`src/rtl/lcd_driver_pkg.sv`:
```
// Shared definitions for the character LCD driver: panel command bytes,
// controller state encoding, line geometry and the init command table.
package lcd_driver_pkg;

    // Controller states, from power-up through per-byte write handshakes
    typedef enum logic [2:0] {
        PWR_WAIT = 3'd0,
        INIT     = 3'd1,
        IDLE     = 3'd2,
        SETUP    = 3'd3,
        PULSE    = 3'd4,
        WAIT     = 3'd5
    } lcdState_e;

    // HD44780-style command bytes
    localparam logic [7:0] CMD_FUNC_SET = 8'h38;  // 8-bit bus, 2 lines, 5x8 font
    localparam logic [7:0] CMD_DISP_ON  = 8'h0C;  // display on, cursor off
    localparam logic [7:0] CMD_CLEAR    = 8'h01;  // clear display (slow)
    localparam logic [7:0] CMD_ENTRY    = 8'h06;  // increment address, no shift
    localparam logic [7:0] CMD_HOME     = 8'h80;  // DDRAM address 0x00 (line 1)
    localparam logic [7:0] CMD_LINE2    = 8'hC0;  // DDRAM address 0x40 (line 2)

    // Visible characters per line and character FIFO depth
    localparam int unsigned LINE_LEN   = 16;
    localparam int unsigned FIFO_DEPTH = 4;

    // Index of the last command in the init table
    localparam logic [1:0] INIT_LAST = 2'd3;

    // Init command table, issued in index order after power-up
    function automatic logic [7:0] initCmd(input logic [1:0] idx);
        logic [7:0] cmd;
        case (idx)
            2'd0:    cmd = CMD_FUNC_SET;
            2'd1:    cmd = CMD_DISP_ON;
            2'd2:    cmd = CMD_CLEAR;
            default: cmd = CMD_ENTRY;
        endcase
        return cmd;
    endfunction

endpackage

```
`src/rtl/lcd_char_fifo.sv`:
```
// Small first-word-fall-through FIFO buffering characters between the
// message source and the LCD write sequencer. Pushes into a full FIFO and
// pops from an empty FIFO are ignored.
module lcd_char_fifo
    import lcd_driver_pkg::*;
(
    input  logic       clk,
    input  logic       reset_not,
    input  logic       push_i,
    input  logic [7:0] pushData_i,
    input  logic       pop_i,
    output logic [7:0] popData_o,
    output logic       full_o,
    output logic       empty_o
);

    localparam int unsigned PTR_W = $clog2(FIFO_DEPTH);
    localparam int unsigned CNT_W = PTR_W + 1;

    logic [7:0]       mem_q [FIFO_DEPTH];
    logic [PTR_W-1:0] wrPtr_q;
    logic [PTR_W-1:0] rdPtr_q;
    logic [CNT_W-1:0] count_q;
    logic [CNT_W-1:0] count_d;
    logic             doPush;
    logic             doPop;

    assign full_o    = (count_q == CNT_W'(FIFO_DEPTH));
    assign empty_o   = (count_q == '0);
    assign doPush    = push_i && !full_o;
    assign doPop     = pop_i && !empty_o;
    assign popData_o = mem_q[rdPtr_q];

    // Occupancy: simultaneous push and pop leaves the count unchanged
    always_comb begin
        count_d = count_q;
        case ({doPush, doPop})
            2'b10:   count_d = count_q + CNT_W'(1);
            2'b01:   count_d = count_q - CNT_W'(1);
            default: count_d = count_q;
        endcase
    end

    // Storage and pointers; pointers wrap naturally at the power-of-two depth
    always_ff @(posedge clk or negedge reset_not) begin
        if (!reset_not) begin
            for (int i = 0; i < int'(FIFO_DEPTH); i++) begin
                mem_q[i] <= 8'h00;
            end
            wrPtr_q <= '0;
            rdPtr_q <= '0;
            count_q <= '0;
        end else begin
            if (doPush) begin
                mem_q[wrPtr_q] <= pushData_i;
                wrPtr_q        <= wrPtr_q + PTR_W'(1);
            end
            if (doPop) begin
                rdPtr_q <= rdPtr_q + PTR_W'(1);
            end
            count_q <= count_d;
        end
    end

endmodule

```
`src/rtl/lcd_driver.sv`:
```
// Character LCD driver: buffers strobed ASCII characters in a small FIFO,
// runs the power-up wait and init command sequence, then writes each
// character to the panel with SETUP/PULSE/WAIT timing and moves the cursor
// to line 2 or back home when a line fills up.
module lcd_driver
    import lcd_driver_pkg::*;
#(
    parameter int unsigned E_PULSE_CYC  = 20,
    parameter int unsigned CMD_WAIT_CYC = 2500,
    parameter int unsigned CLR_WAIT_CYC = 85000,
    parameter int unsigned PWR_WAIT_CYC = 750000
) (
    input  logic       clk,
    input  logic       reset_not,
    input  logic [7:0] lcd_data,
    input  logic       lcd_enable,
    output logic       ready,
    output logic       overflow,
    output logic       LCD_E,
    output logic       LCD_RS,
    output logic       LCD_RW,
    output logic [7:0] LCD_DB
);

    lcdState_e   state_q,      state_d;
    logic [31:0] cnt_q,        cnt_d;
    logic [1:0]  initIdx_q,    initIdx_d;
    logic        initActive_q, initActive_d;
    logic [4:0]  pos_q,        pos_d;
    logic        pend_q,       pend_d;
    logic [7:0]  pendCmd_q,    pendCmd_d;
    logic        rs_q,         rs_d;
    logic [7:0]  db_q,         db_d;
    logic        e_q,          e_d;
    logic        enPrev_q;
    logic        overflow_q;

    logic        strobeEdge;
    logic        fifoPush;
    logic        fifoPop;
    logic        fifoFull;
    logic        fifoEmpty;
    logic [7:0]  fifoData;
    logic [31:0] waitLen;

    // A character arrives on a 0->1 transition of the strobe
    assign strobeEdge = lcd_enable && !enPrev_q;
    assign fifoPush   = strobeEdge && !fifoFull;

    // Clear needs a much longer settle time than any other write
    assign waitLen = (!rs_q && (db_q == CMD_CLEAR)) ? CLR_WAIT_CYC : CMD_WAIT_CYC;

    assign ready    = !fifoFull;
    assign overflow = overflow_q;
    assign LCD_E    = e_q;
    assign LCD_RS   = rs_q;
    assign LCD_RW   = 1'b0;
    assign LCD_DB   = db_q;

    lcd_char_fifo u_fifo (
        .clk        (clk),
        .reset_not  (reset_not),
        .push_i     (fifoPush),
        .pushData_i (lcd_data),
        .pop_i      (fifoPop),
        .popData_o  (fifoData),
        .full_o     (fifoFull),
        .empty_o    (fifoEmpty)
    );

    // Strobe edge detector and sticky drop flag
    always_ff @(posedge clk or negedge reset_not) begin
        if (!reset_not) begin
            enPrev_q   <= 1'b0;
            overflow_q <= 1'b0;
        end else begin
            enPrev_q <= lcd_enable;
            if (strobeEdge && fifoFull) begin
                overflow_q <= 1'b1;
            end
        end
    end

    // Sequencer next state: power-up, init table, then FIFO drain with cursor wrap
    always_comb begin
        state_d      = state_q;
        cnt_d        = cnt_q;
        initIdx_d    = initIdx_q;
        initActive_d = initActive_q;
        pos_d        = pos_q;
        pend_d       = pend_q;
        pendCmd_d    = pendCmd_q;
        rs_d         = rs_q;
        db_d         = db_q;
        fifoPop      = 1'b0;

        case (state_q)
            PWR_WAIT: begin
                if (cnt_q >= PWR_WAIT_CYC - 32'd1) begin
                    state_d      = INIT;
                    cnt_d        = '0;
                    initIdx_d    = '0;
                    initActive_d = 1'b1;
                end else begin
                    cnt_d = cnt_q + 32'd1;
                end
            end

            INIT: begin
                rs_d    = 1'b0;
                db_d    = initCmd(initIdx_q);
                state_d = SETUP;
            end

            IDLE: begin
                if (pend_q) begin
                    rs_d    = 1'b0;
                    db_d    = pendCmd_q;
                    pend_d  = 1'b0;
                    state_d = SETUP;
                end else if (!fifoEmpty) begin
                    fifoPop = 1'b1;
                    rs_d    = 1'b1;
                    db_d    = fifoData;
                    pos_d   = pos_q + 5'd1;
                    if (pos_q == 5'(LINE_LEN - 1)) begin
                        pend_d    = 1'b1;
                        pendCmd_d = CMD_LINE2;
                    end else if (pos_q == 5'(2 * LINE_LEN - 1)) begin
                        pend_d    = 1'b1;
                        pendCmd_d = CMD_HOME;
                    end
                    state_d = SETUP;
                end
            end

            SETUP: begin
                cnt_d   = '0;
                state_d = PULSE;
            end

            PULSE: begin
                if (cnt_q >= E_PULSE_CYC - 32'd1) begin
                    cnt_d   = '0;
                    state_d = WAIT;
                end else begin
                    cnt_d = cnt_q + 32'd1;
                end
            end

            WAIT: begin
                if (cnt_q >= waitLen - 32'd1) begin
                    cnt_d = '0;
                    if (initActive_q && (initIdx_q != INIT_LAST)) begin
                        initIdx_d = initIdx_q + 2'd1;
                        state_d   = INIT;
                    end else begin
                        initActive_d = 1'b0;
                        state_d      = IDLE;
                    end
                end else begin
                    cnt_d = cnt_q + 32'd1;
                end
            end

            default: begin
                state_d = PWR_WAIT;
                cnt_d   = '0;
            end
        endcase

        e_d = (state_d == PULSE);
    end

    // Sequencer registers; reset drops E at once and restarts power-up
    always_ff @(posedge clk or negedge reset_not) begin
        if (!reset_not) begin
            state_q      <= PWR_WAIT;
            cnt_q        <= '0;
            initIdx_q    <= '0;
            initActive_q <= 1'b0;
            pos_q        <= '0;
            pend_q       <= 1'b0;
            pendCmd_q    <= 8'h00;
            rs_q         <= 1'b0;
            db_q         <= 8'h00;
            e_q          <= 1'b0;
        end else begin
            state_q      <= state_d;
            cnt_q        <= cnt_d;
            initIdx_q    <= initIdx_d;
            initActive_q <= initActive_d;
            pos_q        <= pos_d;
            pend_q       <= pend_d;
            pendCmd_q    <= pendCmd_d;
            rs_q         <= rs_d;
            db_q         <= db_d;
            e_q          <= e_d;
        end
    end

endmodule

```
`config.mk`:
```
export PLATFORM = sky130hd
export DESIGN_NAME = lcd_driver
export DESIGN_NICKNAME = d
export VERILOG_FILES = /design/src/rtl/lcd_driver_pkg.sv /design/src/rtl/lcd_char_fifo.sv /design/src/rtl/lcd_driver.sv
export SDC_FILE = /design/constraint.sdc
export NUM_CORES = 1
export LEC_CHECK = 0
export BUFFER_PORTS_ARGS = -buffer_cell sky130_fd_sc_hd__buf_4
export CAP_MARGIN = 5
export CORE_MARGIN = 2
export CORE_UTILIZATION = 64
export CTS_BUF_LIST = sky130_fd_sc_hd__clkbuf_8
export DETAILED_ROUTE_END_ITERATION = 12
export GPL_ROUTABILITY_DRIVEN = 1
export PLACE_DENSITY = 0.88
export SLEW_MARGIN = 25
export SYNTH_ARGS = -nofsm -noshare
export SYNTH_HDL_FRONTEND = slang
export SYNTH_SLANG_ARGS = --single-unit
```
`constraint.sdc`:
```
create_clock -name clk -period 3 [get_ports clk]
set_input_delay 0.15 -clock clk [delete_from_list [all_inputs] [get_ports clk]]
set_output_delay 0.15 -clock clk [all_outputs]
set_load 0.01 [all_outputs]
```
After elaboration in Yosys (flattened, before gate mapping)
Index checks and enable logic that the tools add are counted.

Add/sub/neg operators: 8. Order comparisons: 6. Eq/ne operators: 20. Muxes and demuxes: 43. Bitwise gates (word level): 4. Reduce and logical (&&, ||, !) cells: 25.

Operators by type and width (number): $pmux W32 S4 (1); $mux W32 (3); $mux W8 (7); $add A32 B1 Y32 const B (1); $bwmux W32 (1); $ge A32 B20 Y1 const B (1); $ge A32 B32 Y1 (1); $ge A32 B5 Y1 const B (1); $pmux W3 S6 (1); $pmux W6 S3 (1); $sub A17 B1 Y18 const B (1); $mux W17 (1); $bmux W8 S2 (1); $demux W8 S2 (1); $pmux W8 S2 (1); $mux W3 (5); $eq A3 B3 Y1 const B (4); $mux W1 (12); $reduce_and A4 Y1 (3); $ne A2 B2 Y1 const B (5); $eq A8 B1 Y1 const B (1); $logic_and A1 B1 Y1 (8); $mux W2 (4); $reduce_bool A2 Y1 (4); other kinds (24) (37).

Bits in registers: 103. Input bits: 11. Output and inout port bits: 13. Logic and storage cells: 125.

Logic depth before layout (Yosys ltp)
Gate-level depths: netlist (run 1).

Depth after elaboration: 8. Mapped depth: 12. Depth with buffers taken out: 11.

By module
Synthesis (run 1) repeated with hierarchy kept, for this count alone.

Cell total of the unflattened synthesis: 470. Area total of the unflattened synthesis: 5206.2 µm².

By module, submodules not included: lcd_driver (instances 1, cells an instance 356, area an instance 3422.0 µm², sequential area each 1451.4 µm²); lcd_char_fifo (instances 1, cells an instance 114, area an instance 1784.2 µm², sequential area each 975.9 µm²).

Least setup slack after synthesis (run 1)
OpenSTA, ideal clock, no wires.

Path type: reg2reg. Start point: reg db_q[1], in the netlist LCD_DB[1]. End point: reg cnt_q[10]. Library setup time: 0.069 ns. Arrival: 2.563 ns. Data required time: 2.931 ns. Setup slack: 0.368 ns. Cell stages (with the launch flop): 12. Path buffers: 0. Period minus slack after synthesis: 2.632 ns. Path through: dfrtp_1 nor3b_1 nand4_1 inv_1 ha_1 a311oi_1 nand2_1 o2111ai_1 a31oi_1 o22a_1 or4_1 nand3_1.

Cells in the longest elaborated chain, start to end: 7.

Ends and longest elaborated chain: start: declaration (line lcd_driver.sv:33) `logic [7:0] db_q, db_d;`; start signal: assignment (line lcd_driver.sv:186) `db_q <= 8'h00;`; start signal: assignment (line lcd_driver.sv:197) `db_q <= db_d;`; $eq A8 B1 Y1 (line lcd_driver.sv:51) `assign waitLen = (!rs_q && (db_q == CMD_CLEAR)) ? CLR_WAIT_CYC : CMD_WAIT_CYC;`; $logic_and A1 B1 Y1 (line lcd_driver.sv:51); $mux W17 (line lcd_driver.sv:51); $sub A17 B1 Y18 (line lcd_driver.sv:152) `if (cnt_q >= waitLen - 32'd1) begin`; $ge A32 B32 Y1 (line lcd_driver.sv:152); $mux W32 (line lcd_driver.sv:152); $pmux W32 S4 (line lcd_driver.sv:97) `case (state_q)`; end signal: assignment (line lcd_driver.sv:190) `cnt_q <= cnt_d;`; end: declaration (line lcd_driver.sv:26) `logic [31:0] cnt_q, cnt_d;`.

Every way passes these cells. A chain may end at the register's enable or synchronous reset.

Final worst setup path (run 1)
Start point: reg db_q[3], in the netlist LCD_DB[3]. End point: reg cnt_q[11].

The elaborated chain is that of the path after synthesis.

==> results.py, run 1 <==
metrics = {
    "clocking": {
        "htreeDepth": 3,
        "cts_buffers": 9,
        "clk_latency_ns": 0.37,
        "clockBufferDepth": 2,
        "clk_pin_slew_worst_paths_ns": 0.11,
        "cts_root_buf": "clkbuf_8",
        "cts_tree": "built",
        "clock-sinks": 97,
    },
    "detailed_routing": {
        "ant_nets": 0,
        "drt_pass1_iterations": 5,
        "wl_per_cell_um": 19.11,
        "drt-initial-drc-count": 296,
        "drc": 0,
        "vias_per_cell": 6.330,
        "num_vias": 3570,
        "wirelength_mm": 10.78,
    },
    "worst_setup_path": {
        "required_ns": 3.29,
        "critPathLaunchType": "flip-flop",
        "worstSetupPathType": "flip-flop to flip-flop",
        "endpoint_kind": "flip-flop",
        "rr_startpoint": "LCD_DB[3]$_DFFE_PN0P_",
        "cp.arrival_ns": 3.16,
        "cp-startpoint": "LCD_DB[3]$_DFFE_PN0P_",
        "worstPathMaxFanout": 8,
    },
    "hold_path": {
        "hold_path.class": "input pin to flip-flop",
        "hp-start": "lcd_data[0]",
    },
    "place": {
        "place_congestion": 0.9672,
        "portBuffers": 22,
        "pre_cts_ws_ns": -0.1033,
        "dpl.hpwl_mm": 7.167,
    },
    "grt": {
        "met1_usage_pct": 35.17,
        "busiest_layer": "met2",
        "grt_pass1_wl_mm": 17.80,
        "gr-total-overflow": 0,
        "gr-usage-all-layers_pct": 27.12,
        "first_global_vias": 3573,
        "grt_use_met3_pct": 4.232,
        "antenna_found_initial": 0,
        "grtUsageMet2_pct": 45.40,
        "grt_max_degree": 36,
    },
    "pwr": {
        "sw_frac_of_total_pct": 29.38,
        "comb_power_share_pct": 18.6,
        "p_leak_nw": 2.452,
        "internal_power_mw": 2.231,
        "power.switching_mw": 0.9281,
        "pwr-share-seq_pct": 54.8,
        "power.density_nw_per_um2": 586.7,
        "ir_drop_uv": 575.0,
        "pwr-share-clk_pct": 26.6,
    },
    "sta": {
        "worstMarginPinSlew_ns": 0.8133,
        "final_hold_viol_count": 0,
        "period_minus_slack_ns": 2.867,
        "finClkSkew_ns": 0.01685,
        "setup_viol": 0,
        "slew_viol_final": 0,
        "setup_slack_ns": 0.1326,
        "timing.final.crit_share_pct": 95.58,
        "holdWs_ns": 0.02112,
        "fmax_mhz": 348.7,
        "slew_headroom_pct": 45.07,
    },
    "floorplanning": {
        "die_area_um2": 8353,
        "rows": 31,
        "die_w_um": 91.40,
        "design.core.area_um2": 7331,
        "initial_core_util_pct": 66.68,
        "dieHeight_um": 91.40,
        "io_pins": 24,
    },
    "logic_synthesis": {
        "syn-num-nets": 471,
        "yosysWarnings": 0,
        "synthTopCellsByArea": "dfrtp_1 (50%), mux2_2 (7.8%), ha_1 (5.1%)",
        "synth_top_area_share_pct": 49.65,
        "async_reset_ff_share_pct": 100.0,
        "ys.flop_type": "dfrtp_1",
        "yosys.area.top_type": "dfrtp_1",
        "synthCells": 439,
        "syn_area_um2": 4888,
        "synth_edf_count": 0,
        "avgSynthCellArea_um2": 11.14,
        "yosys-top-cells-count": "dfrtp_1 (97), nand2_1 (45), mux2_2 (34)",
        "seq_area_frac_synth_pct": 49.65,
        "yosysUniqueCellTypes": 58,
        "yosys.cell_count.top_type": "dfrtp_1",
        "yosys_register_bits": 97,
    },
    "status": {
        "status": "complete, no violations",
    },
    "final_layout": {
        "nets": 492,
        "drive_gt1_share_pct": 22.15,
        "n_fill_cell": 455,
        "area_growth_pct": 10.14,
        "diodes": 0,
    },
    "flow_run": {
        "maxCapViolCount": 0,
    },
}
## metrics by stage
step / std cells / power [mW] / util, % / setup TNS, ns / area [um2]
final: 564 / 3.159 / 73.44 / 0 / 5384
after global routing: 564 / 3.311 / 73.44 / -0.1341 / 5384
after CTS: 561 / 3.175 / 72.95 / 0 / 5348
after detailed placement: 542 / 2.330 / 69.88 / -0.2841 / 5122
after global placement: 542 / 2.252 / 69.88 / 0 / 5122
after floorplan: 439 / 2.114 / - / 0 / 4888
## layer usage
metal / wire length (um) / part of all wire (%) / up-vias
li1: - / - / 1633
met1: 4528 / 42 / 1771
met2: 5498 / 51 / 144
met3: 514 / 4.8 / 22
met4: 238 / 2.2 / 0
met5: 0 / 0 / -
## power groups by stage
stage / clock network (mW) / registers, mW / logic [mW]
final: 0.842 / 1.73 / 0.587
after CTS: 0.853 / 1.73 / 0.593
after global routing: 0.909 / 1.76 / 0.641
after floorplan: 0 / 1.69 / 0.425
after global placement: 0 / 1.72 / 0.536
after detailed placement: 0 / 1.75 / 0.582
## worst max-delay path, stage by stage, from the launching register on
cell and delay [ns]:
dfrtp_1 0.44, nor3b_2 0.18, nand4_1 0.11, buf_4 0.18
inv_1 0.10, ha_1 0.26, a311oi_1 0.28, nand2_1 0.10
o2111ai_2 0.12, a31oi_1 0.15, o22a_2 0.28, or3_1 0.41
o31ai_2 0.18
## cells by family after synthesis
family	synth area share [%]
adder cells (fa/ha/maj)	5.529
other	0.07671
flip-flops	49.65
AO/OA/AOI/OAI	11.34
buffers and inverters	3.763
AND/OR/NAND/NOR	15.36
XOR/XNOR	2.150
multiplexers	12.13
## cell type report
type                       instances  area, um2  area share [%]
clock buffer                       9      123.9           2.301
clock inverter                     7      72.57           1.348
inverter                          19      71.32           1.325
multi-input combinational        298       2297           42.67
sequential                        97       2427           45.08
tap                               99      123.9           2.301
timing repair buffer              35      267.8           4.973
## repair_timing
action	in CTS	in global routing
setup buffers	1	3
hold endpoints to repair	29	0
resized for setup	1	3
hold buffers	2	0
setup endpoints to repair	6	13
pin swaps	1	3
## cells in the final DEF (no fill, tap or decap), types with 9 or more instances in the layout
master,count
inv_1,19
and2_1,14
clkbuf_8,9
dfrtp_1,97
o21ai_0,18
mux2_2,34
nand2_1,45
nand3_1,18
nor2_1,18
ha_1,20
a22oi_1,9
buf_4,33
## flip-flops by register name (all words and copies together), names as in the netlist
signal,count
LCD_E,1
enPrev_q,1
u_fifo.rdPtr_q,2
u_fifo.count_q,3
u_fifo.wrPtr_q,2
u_fifo.mem_q,32
overflow,1
pend_q,1
initIdx_q,2
initActive_q,1
LCD_DB,8
pendCmd_q,2
LCD_RS,1
state_q,3
cnt_q,32
pos_q,5
## path summary, 6_finish.rpt
check,end,slack (ns),depth (start not counted)
hold / removal,u_fifo.mem_q[24]$_DFFE_PN0P_,0.02,2
max in group asynchronous,u_fifo.rdPtr_q[1]$_DFFE_PN0P_,1.98,3
setup reg to reg,cnt_q[11]$_DFFE_PN0N_,0.13,12
hold reg to reg,cnt_q[25]$_DFFE_PN0N_,0.50,1
setup / recovery,cnt_q[11]$_DFFE_PN0N_,0.13,12
min in group asynchronous,cnt_q[9]$_DFFE_PN0N_,0.22,2
No activity file was read; power rests on OpenSTA's default activity.
==> run 2, diff against run 1 <==
--- a/config.mk
+++ b/config.mk
@@ -8,11 +8,12 @@
 export BUFFER_PORTS_ARGS = -buffer_cell sky130_fd_sc_hd__buf_4
 export CAP_MARGIN = 5
 export CORE_MARGIN = 2
-export CORE_UTILIZATION = 64
+export CORE_UTILIZATION = 68
 export CTS_BUF_LIST = sky130_fd_sc_hd__clkbuf_8
 export DETAILED_ROUTE_END_ITERATION = 12
 export GPL_ROUTABILITY_DRIVEN = 1
-export PLACE_DENSITY = 0.88
+export PLACE_DENSITY = 0.92
+export RECOVER_POWER = 25
 export SLEW_MARGIN = 25
 export SYNTH_ARGS = -nofsm -noshare
 export SYNTH_HDL_FRONTEND = slang
==> constraint.sdc (replaced) <==
create_clock -name clk -period 3.5 [get_ports clk]
set_input_delay 0.175 -clock clk [delete_from_list [all_inputs] [get_ports clk]]
set_output_delay 0.175 -clock clk [all_outputs]
set_load 0.01 [all_outputs]
==> results.py, run 2 (same netlist as run 1, synthesis figures left out) <==
metrics = {
    "worst_setup_path": {
        "critical_path.cell_chain": "nor3b_1 -> nand4_1 -> inv_1 -> ha_1 -> a311oi_1 -> nand2_1 -> o2111ai_1 -> a31oi_1 -> o22a_1 -> or3_1 -> o31ai_2",
        "critPathLaunchType": "flip-flop",
        "max_stage_delay_ns": 0.46,
        "reg2reg_depth": 11,
        "worstPathMaxFanout": 16,
        "r2r-end": "cnt_q[11]$_DFFE_PN0N_",
        "required_ns": 3.79,
        "cp.arrival_ns": 3.47,
        "crit_family": "compound AO/OA/AOI/OAI gates",
        "reg2reg_slack_ns": 0.32,
        "worstSetupPathType": "flip-flop to flip-flop",
        "endpoint_kind": "flip-flop",
        "crit_slowest_cell": "or3_1",
        "path_buf_inv": 1,
        "crit_cells": 11,
        "rr_startpoint": "LCD_DB[1]$_DFFE_PN0P_",
    },
    "sta": {
        "slew_viol_final": 63,
        "finClkSkew_ns": 0.02324,
        "worstMarginPinSlew_ns": 1.504,
        "final.setup.tns_ns": 0,
        "period_minus_slack_ns": 3.183,
        "holdWs_ns": 0.05958,
        "setup_viol": 0,
        "timing.final.crit_share_pct": 90.94,
        "fmax_mhz": 314.2,
        "setup_slack_ns": 0.3172,
        "final_hold_viol_count": 0,
        "rsz0062_at_grt": "no",
        "slew_headroom_pct": -0.2388,
    },
    "clocking": {
        "htreeDepth": 3,
        "clockBufferDepth": 2,
        "cts_root_buf": "clkbuf_8",
        "clk_pin_slew_worst_paths_ns": 0.10,
        "cts_tree": "built",
        "cts_buffers": 9,
        "clk_latency_ns": 0.37,
        "clock-sinks": 97,
    },
    "place": {
        "pre_cts_ws_ns": 0.3643,
        "placedCellCount": 537,
        "portBuffers": 22,
        "postPlaceCellArea_um2": 5104,
        "dpl.hpwl_mm": 7.361,
        "place_congestion": 0.9347,
    },
    "pwr": {
        "ir_drop_uv": 444.5,
        "p_total_mw": 2.727,
        "p_leak_nw": 2.406,
        "power.density_nw_per_um2": 513.2,
    },
    "detailed_routing": {
        "wirelength_mm": 10.43,
        "drc": 0,
        "wl_per_cell_um": 18.83,
        "drt-initial-drc-count": 391,
        "ant_nets": 0,
        "num_vias": 3509,
        "vias_per_cell": 6.334,
        "drt_pass1_iterations": 6,
    },
    "flow_run": {
        "maxCapViolCount": 1,
    },
    "hold_path": {
        "hp-start": "lcd_data[7]",
        "hold_depth": 2,
        "min_to": "u_fifo.mem_q[7]$_DFFE_PN0P_",
        "hold_path.class": "input pin to flip-flop",
    },
    "final_layout": {
        "area_growth_pct": 8.702,
        "final_cell_area_um2": 5314,
        "fin_cells": 554,
        "diodes": 0,
        "final_common_cell": "dfrtp_1",
        "final_cell_mix": "dfrtp_1 (97), nand2_1 (45), mux2_2 (34), buf_4 (24), ha_1 (20)",
        "drive_gt1_share_pct": 19.65,
        "post-route-util_pct": 77.36,
        "nets": 486,
    },
    "status": {
        "status": "finished with violations",
        "failed_checks": "capacitance limit, slew limit",
    },
    "floorplanning": {
        "design.core.area_um2": 6869,
        "rows": 30,
        "dieHeight_um": 88.79,
        "die_area_um2": 7883,
        "initial_core_util_pct": 71.17,
        "io_pins": 24,
        "die_w_um": 88.79,
    },
    "grt": {
        "antenna_found_initial": 0,
        "first_global_vias": 3490,
        "grt_max_degree": 64,
        "grt_pass1_wl_mm": 16.70,
        "gr-total-overflow": 0,
        "gr-usage-all-layers_pct": 28.14,
    },
}
run 2: changes by cell type in the layout (fill, tap and decap cells not counted), sizes merged:
cell and change:
clkinv -2, clkbuf +4, inv -2, clkinvlp +1, buf -9, bufinv +1
run 2: where the power goes:
part / switching [mW] / total [mW] / internal [mW]
logic: 0.210 / 0.499 / 0.289
registers: 0.142 / 1.48 / 1.34
clock network: 0.394 / 0.745 / 0.351
run 2: how the worst max path moves through the flow:
stage	start	slack, ns	endpoint
final	LCD_DB[1]$_DFFE_PN0P_	0.32	cnt_q[11]$_DFFE_PN0N_
after global placement	LCD_DB[1]$_DFFE_PN0P_	0.54	cnt_q[10]$_DFFE_PN0N_
after floorplan	LCD_DB[1]$_DFFE_PN0P_	0.87	cnt_q[10]$_DFFE_PN0N_
after CTS	LCD_DB[1]$_DFFE_PN0P_	0.34	cnt_q[11]$_DFFE_PN0N_
after global routing	LCD_DB[1]$_DFFE_PN0P_	0.01	cnt_q[11]$_DFFE_PN0N_
after detailed placement	LCD_DB[1]$_DFFE_PN0P_	0.36	cnt_q[11]$_DFFE_PN0N_
run 2: repair_timing:
action	CTS	global route
setup buffers	0	0
endpoints found under the hold margin	62	0
hold buffers	2	0
resized for setup	0	0
run 2: layout make-up:
type                    instances  area (um2)
clock inverters                 5       62.56
multi-input cells             298        2282
inverters                      19       71.32
fillers                       416        1555
repair buffers                 29       212.7
clock buffers                  10       137.6
well taps                      96       120.1
flip-flops and latches         97        2427
run 2: routing by layer:
metal | GRT usage [%] | share of wire, %
met3 | 5.970 | 6.2
met1 | 35.55 | 41
met4 | 12.81 | 2.6
met5 | 0 | 0
met2 | 46.74 | 50
==> run 3, diff against run 2 <==
--- a/config.mk
+++ b/config.mk
@@ -5,15 +5,17 @@
 export SDC_FILE = /design/constraint.sdc
 export NUM_CORES = 1
 export LEC_CHECK = 0
+export ABC_AREA = 1
 export BUFFER_PORTS_ARGS = -buffer_cell sky130_fd_sc_hd__buf_4
 export CAP_MARGIN = 5
 export CORE_MARGIN = 2
-export CORE_UTILIZATION = 68
+export CORE_UTILIZATION = 69
 export CTS_BUF_LIST = sky130_fd_sc_hd__clkbuf_8
 export DETAILED_ROUTE_END_ITERATION = 12
 export GPL_ROUTABILITY_DRIVEN = 1
-export PLACE_DENSITY = 0.92
+export PLACE_DENSITY = 0.93
 export RECOVER_POWER = 25
+export REMOVE_ABC_BUFFERS = 1
 export SLEW_MARGIN = 25
 export SYNTH_ARGS = -nofsm -noshare
 export SYNTH_HDL_FRONTEND = slang
==> results.py, run 3 <==
metrics = {
    "worst_setup_path": {
        "critical_path.cell_chain": "or4_1 -> nor4_1 -> inv_1 -> ha_1 -> nand2_1 -> o21ai_0 -> a21oi_2 -> nand2_1 -> nand2_2 -> nand3_1 -> nand2_1 -> nor2_1 -> inv_1",
        "worstPathMaxFanout": 7,
        "max_stage_delay_ns": 0.51,
        "rr_startpoint": "LCD_DB[3]$_DFFE_PN0P_",
        "worstSetupPathType": "flip-flop to flip-flop",
        "required_ns": 3.74,
        "cp-startpoint": "LCD_DB[3]$_DFFE_PN0P_",
        "path_buf_inv": 2,
        "endpoint_kind": "flip-flop",
        "crit_family": "simple AND/OR/NAND/NOR gates",
        "timing.critical_path.mode_cell": "nand2_1",
        "r2r-end": "state_q[2]$_DFF_PN0_",
        "reg2reg_depth": 13,
        "critPathLaunchType": "flip-flop",
        "reg2reg_slack_ns": 0.33,
        "cp.arrival_ns": 3.41,
        "crit_slowest_cell": "or4_1",
    },
    "grt": {
        "grt_pass1_wl_mm": 21.84,
        "grt_max_degree": 73,
        "antenna_found_initial": 0,
        "gr-usage-all-layers_pct": 31.97,
        "gr-total-overflow": 0,
        "first_global_vias": 4624,
    },
    "detailed_routing": {
        "wl_per_cell_um": 15.65,
        "wirelength_mm": 12.52,
        "num_vias": 4617,
        "drt_pass1_iterations": 6,
        "drc": 0,
        "drt-initial-drc-count": 425,
        "vias_per_cell": 5.771,
        "ant_nets": 0,
    },
    "clocking": {
        "clk_pin_slew_worst_paths_ns": 0.10,
        "clock-sinks": 97,
        "cts_tree": "built",
        "cts_buffers": 9,
        "clk_latency_ns": 0.36,
        "clockBufferDepth": 2,
        "post_cts.repair.setup_buffers": 0,
        "cts_root_buf": "clkbuf_8",
        "htreeDepth": 3,
    },
    "sta": {
        "fmax_mhz": 315.3,
        "worstMarginPinSlew_ns": 1.777,
        "final_hold_viol_count": 0,
        "rsz0062_at_grt": "no",
        "period_minus_slack_ns": 3.171,
        "slew_headroom_pct": -18.46,
        "finClkSkew_ns": 0.01271,
        "final.setup.tns_ns": 0,
        "slew_viol_final": 73,
        "timing.final.crit_share_pct": 90.60,
        "setup_slack_ns": 0.3288,
        "setup_viol": 0,
    },
    "hold_path": {
        "min_to": "u_fifo.mem_q[8]$_DFFE_PN0P_",
        "hold_depth": 3,
        "hold_path.class": "input pin to flip-flop",
        "hp-start": "lcd_data[0]",
    },
    "final_layout": {
        "area_growth_pct": 6.826,
        "final_common_cell": "nand2_1",
        "drive_gt1_share_pct": 10.74,
        "fin_cells": 800,
        "diodes": 0,
        "nets": 725,
        "final_cell_mix": "nand2_1 (123), dfrtp_1 (97), inv_1 (93), nor2_1 (75), nand3_1 (63)",
    },
    "pwr": {
        "pwr-share-clk_pct": 40.3,
        "sw_frac_of_total_pct": 22.35,
        "comb_power_share_pct": 1.9,
        "power.switching_mw": 0.4335,
        "ir_drop_uv": 273.9,
        "power.density_nw_per_um2": 332.4,
        "p_leak_nw": 2.968,
        "internal_power_mw": 1.506,
        "pwr-share-seq_pct": 57.8,
    },
    "logic_synthesis": {
        "synthSimpleGateAreaFrac_pct": 26.34,
        "async_reset_ff_share_pct": 100.0,
        "seq_area_frac_synth_pct": 44.43,
        "synth_edf_count": 0,
        "yosysWarnings": 0,
        "yosys.cell_count.top_type": "nand2_1",
        "avgSynthCellArea_um2": 8.081,
        "synth_compound_area_share_pct": 7.719,
        "synth_xor_xnor_area_share_pct": 3.367,
        "synthMuxAreaShare_pct": 3.917,
        "synthTopCellsByArea": "dfrtp_1 (44%), nand2_1 (8.4%), inv_1 (6.3%)",
        "yosys_register_bits": 97,
        "ys.flop_type": "dfrtp_1",
        "synth_top_family_by_area": "simple AND/OR/NAND/NOR gates",
        "synth_adder_area_share_pct": 4.947,
        "synth_top_area_share_pct": 44.43,
        "synthCells": 676,
        "yosysUniqueCellTypes": 40,
        "yosys-top-cells-count": "nand2_1 (122), dfrtp_1 (97), inv_1 (92)",
        "syn_area_um2": 5463,
        "yosys.area.top_type": "dfrtp_1",
    },
    "place": {
        "place_congestion": 0.9679,
        "portBuffers": 22,
        "pre_cts_ws_ns": 0.4250,
        "dpl.hpwl_mm": 8.712,
        "placedCellCount": 782,
    },
    "floorplanning": {
        "dieHeight_um": 92.98,
        "initial_core_util_pct": 71.06,
        "io_pins": 24,
        "die_area_um2": 8644,
        "die_w_um": 92.98,
        "design.core.area_um2": 7687,
        "rows": 32,
    },
    "status": {
        "failed_checks": "capacitance limit, slew limit",
        "status": "finished with violations",
    },
    "flow_run": {
        "maxCapViolCount": 1,
    },
}
[run 3: routing by layer]
layer / track usage [%] / vias to the layer above / part of all wire (%)
met5: 0 / - / 0
met4: 10.05 / 0 / 2.3
met3: 3.787 / 31 / 5.6
met2: 54.17 / 163 / 50
met1: 43.48 / 2210 / 42
li1: - / 2213 / -
[run 3: how the worst max path moves through the flow]
stage / endpoint / cells after the start
after detailed placement: LCD_E$_DFF_PN0_ / 13
after CTS: state_q[2]$_DFF_PN0_ / 13
after global placement: LCD_E$_DFF_PN0_ / 13
after global routing: state_q[2]$_DFF_PN0_ / 13
after floorplan: LCD_E$_DFF_PN0_ / 13
final: state_q[2]$_DFF_PN0_ / 13
[run 3: power by group through the flow]
stage	logic (mW)	clock network, mW	registers, mW
floorplan	0.00133	0	1.14
global placement	0.0352	0	1.14
detailed placement	0.0369	0	1.14
CTS	0.0386	0.785	1.12
global route	0.0432	0.835	1.12
finish	0.0368	0.782	1.12
[run 3: logic make-up (layout without fill, tap and decap cells)]
logic type | Yosys count | in the layout
compound gates | 79 | 79
xor+xnor | 21 | 21
fa+ha+maj | 21 | 21
buf+inv | 121 | 143
flops | 97 | 97
mux | 19 | 19
other cells | 1 | 1
simple gates | 317 | 317
[run 3: repair_timing]
action	in CTS	in global routing
gates resized for setup	0	0
hold endpoints to repair	72	0
hold buffers	2	0
[run 3: through the flow]
stage               hold slack, ns  area [um2]  power, mW  utilization [%]
finish                     0.04488        5836      1.940            75.91
CTS                        0.04120        5887      1.944            76.58
global placement            0.2930        5653      1.178            73.54
floorplan                  -0.1206        5338      1.144                -
detailed placement          0.2939        5653      1.180            73.54
global route               0.05844        5836      2.000            75.91
[run 3: layout make-up]
class | instances | area, um2
well taps | 102 | 127.6
multi-input cells | 458 | 2525
flip-flops and latches | 97 | 2427
clock buffers | 11 | 151.4
fillers | 545 | 1852
inverters | 100 | 377.9
clock inverters | 5 | 62.56
repair buffers | 27 | 163.9
[run 3: worst reg2reg max path, cell delays in order (launching register included)]
cell,delay [ns]
dfrtp_1,0.40
or4_1,0.51
nor4_1,0.48
inv_1,0.22
ha_1,0.35
nand2_1,0.05
o21ai_0,0.22
a21oi_2,0.08
nand2_1,0.07
nand2_2,0.11
nand3_1,0.20
nand2_1,0.10
nor2_1,0.17
inv_1,0.08
